===== src/rtl/ps2_keyboard_receiver.sv =====
// PS/2 keyboard frame receiver with make/break/E0 decode of the currently held key.
// Optional build macro PS2_PARITY_CHECK_EN enables rejection of frames with bad odd parity.
module ps2_keyboard_receiver #(
  parameter int TIMEOUT_CYCLES = 50000,
  parameter int SYNC_STAGES    = 2
) (
  input  logic       clk,
  input  logic       reset,
  input  logic       ps2_clk,
  input  logic       ps2_data,
  output logic [7:0] IO_to_mem_data,
  output logic       key_extended,
  output logic       key_valid,
  output logic       frame_error
);
  localparam int CW = $clog2(TIMEOUT_CYCLES + 1);

  typedef enum logic [1:0] {IDLE, DATA, PARITY, STOP} state_e;

  logic [SYNC_STAGES-1:0] clk_sync_q, data_sync_q;
  logic                   clk_prev_q, fe_q, bit_q;
  state_e                 state_q, state_d;
  logic [CW-1:0]          cnt_q, cnt_d;
  logic [2:0]             bit_cnt_q, bit_cnt_d;
  logic [7:0]             shift_q, shift_d;
  logic                   parity_q, parity_d;
  logic                   ext_q, ext_d, brk_q, brk_d;
  logic [7:0]             data_q, data_d;
  logic                   kext_q, kext_d, valid_q, valid_d, err_q, err_d;
  logic                   frame_end, timeout, frame_ok;

  // Synchronisers idle high so leaving reset never fabricates a falling edge.
  always_ff @(posedge clk) begin
    if (reset) begin
      clk_sync_q  <= '1;
      data_sync_q <= '1;
      clk_prev_q  <= 1'b1;
      fe_q        <= 1'b0;
      bit_q       <= 1'b1;
    end else begin
      clk_sync_q  <= {clk_sync_q[SYNC_STAGES-2:0], ps2_clk};
      data_sync_q <= {data_sync_q[SYNC_STAGES-2:0], ps2_data};
      clk_prev_q  <= clk_sync_q[SYNC_STAGES-1];
      fe_q        <= clk_prev_q & ~clk_sync_q[SYNC_STAGES-1];
      bit_q       <= data_sync_q[SYNC_STAGES-1];
    end
  end

  always_ff @(posedge clk) begin
    if (reset) begin
      state_q   <= IDLE;
      cnt_q     <= '0;
      bit_cnt_q <= '0;
      shift_q   <= '0;
      parity_q  <= 1'b0;
      ext_q     <= 1'b0;
      brk_q     <= 1'b0;
      data_q    <= 8'h00;
      kext_q    <= 1'b0;
      valid_q   <= 1'b0;
      err_q     <= 1'b0;
    end else begin
      state_q   <= state_d;
      cnt_q     <= cnt_d;
      bit_cnt_q <= bit_cnt_d;
      shift_q   <= shift_d;
      parity_q  <= parity_d;
      ext_q     <= ext_d;
      brk_q     <= brk_d;
      data_q    <= data_d;
      kext_q    <= kext_d;
      valid_q   <= valid_d;
      err_q     <= err_d;
    end
  end

  // A falling edge always takes priority over an expiring timeout.
  always_comb begin
    state_d   = state_q;
    cnt_d     = cnt_q;
    bit_cnt_d = bit_cnt_q;
    shift_d   = shift_q;
    parity_d  = parity_q;
    frame_end = 1'b0;
    timeout   = 1'b0;
    if (fe_q) begin
      cnt_d = '0;
      case (state_q)
        IDLE: begin
          if (!bit_q) begin
            state_d   = DATA;
            bit_cnt_d = 3'd0;
          end
        end
        DATA: begin
          shift_d   = {bit_q, shift_q[7:1]};
          bit_cnt_d = bit_cnt_q + 3'd1;
          if (bit_cnt_q == 3'd7) state_d = PARITY;
        end
        PARITY: begin
          parity_d = bit_q;
          state_d  = STOP;
        end
        default: begin
          frame_end = 1'b1;
          state_d   = IDLE;
        end
      endcase
    end else if (state_q != IDLE) begin
      if (cnt_q == CW'(TIMEOUT_CYCLES - 1)) begin
        timeout = 1'b1;
        cnt_d   = '0;
        state_d = IDLE;
      end else begin
        cnt_d = cnt_q + CW'(1);
      end
    end
  end

  always_comb begin
`ifdef PS2_PARITY_CHECK_EN
    frame_ok = bit_q & (^{parity_q, shift_q});
`else
    frame_ok = bit_q;
`endif
    data_d  = data_q;
    kext_d  = kext_q;
    ext_d   = ext_q;
    brk_d   = brk_q;
    valid_d = 1'b0;
    err_d   = 1'b0;
    if (timeout || (frame_end && !frame_ok)) begin
      err_d = 1'b1;
      ext_d = 1'b0;
      brk_d = 1'b0;
    end else if (frame_end) begin
      if (shift_q == 8'hE0) begin
        ext_d = 1'b1;
      end else if (shift_q == 8'hF0) begin
        brk_d = 1'b1;
      end else begin
        ext_d = 1'b0;
        brk_d = 1'b0;
        if (!brk_q) begin
          data_d  = shift_q;
          kext_d  = ext_q;
          valid_d = 1'b1;
        end else if (shift_q == data_q && ext_q == kext_q) begin
          data_d = 8'h00;
          kext_d = 1'b0;
        end
      end
    end
  end

  assign IO_to_mem_data = data_q;
  assign key_extended   = kext_q;
  assign key_valid      = valid_q;
  assign frame_error    = err_q;
endmodule


===== config.mk =====
export PLATFORM = sky130hd
export DESIGN_NAME = ps2_keyboard_receiver
export DESIGN_NICKNAME = d
export VERILOG_FILES = /design/src/rtl/ps2_keyboard_receiver.sv
export SDC_FILE = /design/constraint.sdc
export NUM_CORES = 1
export LEC_CHECK = 0
export BUFFER_PORTS_ARGS = -buffer_cell sky130_fd_sc_hd__buf_2
export CORE_ASPECT_RATIO = 0.75
export CORE_UTILIZATION = 55
export DETAILED_ROUTE_END_ITERATION = 7
export PLACE_DENSITY = 0.77
export SLEW_MARGIN = 15
export SYNTH_ARGS = -nofsm -noshare
export SYNTH_HDL_FRONTEND = slang
export SYNTH_SLANG_ARGS = --single-unit

===== constraint.sdc =====
create_clock -name clk -period 2.3 [get_ports clk]
set_input_delay 0.23 -clock clk [delete_from_list [all_inputs] [get_ports clk]]
set_output_delay 0.23 -clock clk [all_outputs]
set_load 0.03 [all_outputs]

==> results of run 1 <==
registers in the layout, summed over array words and instances, names as in the netlist:
name and cells:
shift_q 8, clk_sync_q 2, key_valid 1, fe_q 1, key_extended 1, IO_to_mem_data 8, bit_cnt_q 3, cnt_q 16
clk_prev_q 1, frame_error 1, brk_q 1, bit_q 1, ext_q 1, data_sync_q 2, state_q 2
where the power goes:
group          internal, uW  switching [uW]  leakage, uW
combinational          7.22            17.8     0.000593
sequential              852            3.52     0.000396
clock                   325             280    0.0000543
total                  1180             301      0.00104
through the flow:
step / setup WS [ns] / instances / hold WS [ns] / util (%)
floorplan: 0.443 / 262 / 0.334 / -
global placement: 0.351 / 320 / 0.392 / 63.2
detailed placement: 0.302 / 320 / 0.397 / 63.2
CTS: 0.261 / 328 / 0.109 / 66.2
global route: 0.126 / 328 / 0.0976 / 66.2
finish: 0.267 / 328 / 0.114 / 66.2
final timing paths:
kind / slack [ns] / to / start
setup / recovery: 0.27 / cnt_q[15] / state_q[0]
hold reg to reg: 0.42 / bit_q / data_sync_q[1]
hold / removal: 0.11 / clk_sync_q[0] / ps2_clk
setup reg to reg: 0.27 / cnt_q[15] / state_q[0]
cell families after synthesis:
family          count (synthesis)  synth area share, %
flops                          49                 42.6
compound gates                 47                 14.3
buf+inv                        20                 3.47
simple gates                  114                 26.1
mux                             3                 1.30
xor+xnor                       21                 7.98
fa+ha+maj                       8                 4.34
synth_stat cells, types with 3 or more instances:
master | instances | area, um^2
xnor2_1 | 16 | 140
a21oi_1 | 15 | 75.1
nand4_1 | 6 | 37.5
nor2b_1 | 4 | 25.0
and3_1 | 11 | 68.8
or3_1 | 3 | 18.8
ha_1 | 8 | 100
or2_2 | 6 | 37.5
o31ai_1 | 10 | 75.1
buf_2 | 4 | 20.0
a32oi_1 | 11 | 96.3
xor2_1 | 5 | 43.8
nand3_1 | 13 | 65.1
or4_1 | 3 | 22.5
nor2_1 | 22 | 82.6
inv_1 | 8 | 30.0
clkbuf_1 | 7 | 26.3
nand2_1 | 29 | 109
dfxtp_1 | 49 | 981
mux2i_1 | 3 | 30.0
and2_1 | 3 | 18.8
nor4_1 | 4 | 25.0
o21ai_0 | 3 | 15.0
critical path, cell delays in order (launching register included):
cell      delay, ns
dfxtp_1        0.43
inv_1          0.09
ha_1           0.21
nand3b_1       0.25
or3_4          0.44
or4_1          0.40
a21oi_1        0.14
cell type report:
class / count / area share [%]
clock buffer: 5 / 2.71
sequential: 49 / 38.7
timing repair buffer: 18 / 3.95
clock inverter: 3 / 1.83
tap: 52 / 2.57
multi-input combinational: 193 / 49.1
inverter: 8 / 1.18
metal layers:
metal	wire length, um	vias to the layer above	track usage, %
li1	-	958	-
met1	2430	869	31.8
met2	1760	29	31.0
met3	182	2	4.72
met4	23	0	6.04
met5	0	-	0
==> results.yml, run 1 <==
logic_synthesis:
  ys_seq_elements: 49
  synth_edf_count: 0
  syn-num-nets: 274
  synth_area_um2: 2300
  ys_seq_area_share_pct: 42.6
  async_flop_share_pct: 0
  synth.avg_cell_area_um2: 8.80
  ys_types: 39
  yosysWarnings: 0
  yosys_most_used_dff: "dfxtp_1"
  synth_cells: 262
finish:
  final_nets: 287
  layout_commonest_cell: "dfxtp_1"
  syn2layout_area_growth_pct: 9.99
  fillers: 334
  num_antenna_cells: 0
  multi_input_area_um2: 1240
  regArea_um2: 981
  drive_gt1_share_pct: 13.0
  final_cell_mix: "dfxtp_1, nand2_1, nor2_1, xnor2_1, a21oi_1"
  fin_area_um2: 2530
critical_path:
  cp_max_fo: 6
  rr_worst_depth: 6
  start_kind: "flip-flop"
  end_kind: "flip-flop"
  cp_data_arrival_time_ns: 2.26
  crit_type: "flip-flop to flip-flop"
  critPathRequiredTime_ns: 2.53
placed_design:
  portBuffers: 14
  place.gp.congestion: 0.794
  hpwl_um: 3080
  dpl_cell_area_um2: 2420
job:
  cap_viol_max_count: 0
floorplan:
  die_h_um: 58.1
  die-area_um2: 4460
  core-area_um2: 3830
  dieWidth_um: 76.7
  ioPinCount: 15
  initial_core_util_pct: 60.2
  rows: 19
clock_tree:
  numCtsBuffers: 5
  clock_sinks: 49
  clk_latency_ns: 0.29
  cts_hold_buf: 0
  htree_levels: 2
  cts_max_path_buffers: 2
  cts-root-buf: "clkbuf_8"
  post_cts_buffers: 0
  tritoncts: "done"
  path_clk_slew_ns: 0.09
  ctsResizeCount: 0
sta:
  tns_ns: 0
  max_freq_ghz: 0.492
  fin_crit_ns: 2.03
  period_share_pct: 88.4
  tightest_slew_ns: 0.619
  slew_headroom_pct: 58.7
  grt_setup_unrepaired: "no"
  slew_violations: 0
  report.final.hold_viol_count: 0
  finalSetupViolations: 0
  final.setup_skew_ns: 0.00595
worst_hold_path:
  hold_depth: 2
  hp-class: "input pin to flip-flop"
detailed_routing:
  route.final.wire_length_um: 4400
  dr.pass1.iters: 5
  ant_nets: 0
  drc_errors: 0
  via_count: 1858
  wl_per_cell_um: 13.4
  post_drt_via_cell_ratio: 5.66
  drt_iter0_drc: 149
run_status:
  run_status: "finished clean"
global_route:
  grt_pass1_wl_um: 7580
  grt_pass1_vias: 1643
  gr-total-overflow: 0
  track_usage_pct: 21.4
  antenna_found_initial: 0
  grt_start_max_net_pins: 24
pwr:
  cellPowerDensity_nw_per_um2: 586
  ir_drop_uv: 419
  power.total_uw: 1490
  p_leak_uw: 0.00104
(Power assumes the default switching activity.)
==> inputs of run 2 (changes only) <==
PLACE_DENSITY = 0.73   (was 0.77)
==> run 2 against run 1 <==
- largest cell class unchanged
- utilization increased by 0.20 points
- routed wire length increased by 2.6%
- critical path type unchanged
- cell area increased by 0.30%
- clock-buffer cell count unchanged
==> results.yml, run 2 (synthesized netlist as in run 1, its figures left out) <==
floorplan:
  dieWidth_um: 76.7
  die-area_um2: 4460
  core-area_um2: 3830
  rows: 19
  die_h_um: 58.1
  ioPinCount: 15
  initial_core_util_pct: 60.2
clock_tree:
  cts_max_path_buffers: 2
  clk_latency_ns: 0.30
  ctsResizeCount: 0
  path_clk_slew_ns: 0.09
  numCtsBuffers: 5
  post_cts_buffers: 0
  cts_hold_buf: 0
  clock_sinks: 49
  cts-root-buf: "clkbuf_8"
  tritoncts: "done"
  htree_levels: 2
sta:
  whs_ns: 0.0997
  grt_setup_unrepaired: "no"
  tns_ns: 0
  report.final.hold_viol_count: 0
  slew_headroom_pct: 58.0
  fin_crit_ns: 1.96
  period_share_pct: 85.2
  final.setup_skew_ns: 0.00725
  tightest_slew_ns: 0.629
  slew_violations: 0
  finalSetupViolations: 0
  max_freq_ghz: 0.510
pwr:
  p_sw_share_pct: 20.6
  cellPowerDensity_nw_per_um2: 587
  ir_drop_uv: 486
  combinationalPowerShare_pct: 1.7
  intPower_uw: 1180
  p_leak_uw: 0.00105
  p_sw_uw: 308
  power_frac_clock_pct: 41.0
  power.total_uw: 1490
  seqPwrFrac_pct: 57.3
finish:
  regMostFlops: "cnt_q"
  final_cell_mix: "dfxtp_1, nand2_1, nor2_1, xnor2_1, a21oi_1"
  layout_commonest_cell: "dfxtp_1"
  fillers: 328
  regArea_um2: 981
  multi_input_area_um2: 1240
  syn2layout_area_growth_pct: 10.3
  largest_register_ffs: 16
  drive_gt1_share_pct: 13.4
  num_antenna_cells: 0
  final_nets: 288
detailed_routing:
  wl_per_cell_um: 13.7
  post_drt_via_cell_ratio: 5.68
  dr.pass1.iters: 4
  ant_nets: 0
  drc_errors: 0
  via_count: 1869
  route.final.wire_length_um: 4520
  drt_iter0_drc: 122
placed_design:
  hpwl_um: 3190
  portBuffers: 14
  place.gp.congestion: 0.794
global_route:
  track_usage_pct: 22.1
  grt_start_max_net_pins: 24
  grt_pass1_vias: 1670
  grt_pass1_wl_um: 7710
  gr-total-overflow: 0
  antenna_found_initial: 0
critical_path:
  cp_max_fo: 5
  crit_type: "flip-flop to flip-flop"
  critPathRequiredTime_ns: 2.54
  end_kind: "flip-flop"
  start_kind: "flip-flop"
  cp_data_arrival_time_ns: 2.20
run_status:
  run_status: "finished clean"
job:
  cap_viol_max_count: 0
worst_hold_path:
  hp-class: "input pin to flip-flop"
[run 2: changes by cell type in the layout (fill, tap and decap cells not counted)]
cell,previous run,this run
buf_4,4,5
[run 2: critical path: stages, from the launching register on]
cell and delay (ns):
dfxtp_1 0.42, inv_1 0.10, ha_1 0.21, nand3b_1 0.20
or3_4 0.42, or4_1 0.40, a21oi_1 0.14
[run 2: per-layer routing]
layer / wire, um / track usage [%] / up-vias / share of wire (%)
li1: - / - / 964 / -
met1: 2400 / 32.3 / 851 / 53
met2: 1820 / 32.1 / 47 / 40
met3: 241 / 4.88 / 7 / 5.3
met4: 57 / 7.69 / 0 / 1.3
met5: 0 / 0 / - / 0
[run 2: power groups by stage]
stage	logic, uW	clock network, uW	registers [uW]
2_1_floorplan	19.9	0	873
3_3_place_gp	25.3	0	876
3_5_place_dp	25.3	0	876
4_1_cts	25.4	626	856
5_1_grt	28.3	661	857
6_report	25.2	611	856
[run 2: per-stage QoR]
step	setup slack (ns)	std cells	util, %	area (um^2)
finish	0.340	329	66.4	2540
detailed placement	0.370	321	63.4	2430
floorplan	0.443	262	-	2300
global placement	0.420	321	63.4	2430
global route	0.197	329	66.4	2540
CTS	0.347	329	66.4	2540
[run 2: area by class of cell]
type	count	area share [%]
flip-flops and latches	49	38.6
multi-input cells	193	48.9
well taps	52	2.56
repair buffers	19	4.23
clock inverters	3	1.82
inverters	8	1.18
clock buffers	5	2.71
[run 2: worst paths after layout]
| check | to | startpoint | depth (start not counted) | slack (ns) |
|---|---|---|---|---|
| min reg2reg | fe_q | clk_prev_q | 2 | 0.41 |
| max | cnt_q[15] | state_q[0] | 6 | 0.34 |
| max reg2reg | cnt_q[15] | state_q[0] | 6 | 0.34 |
| min | data_sync_q[0] | ps2_data | 2 | 0.1 |
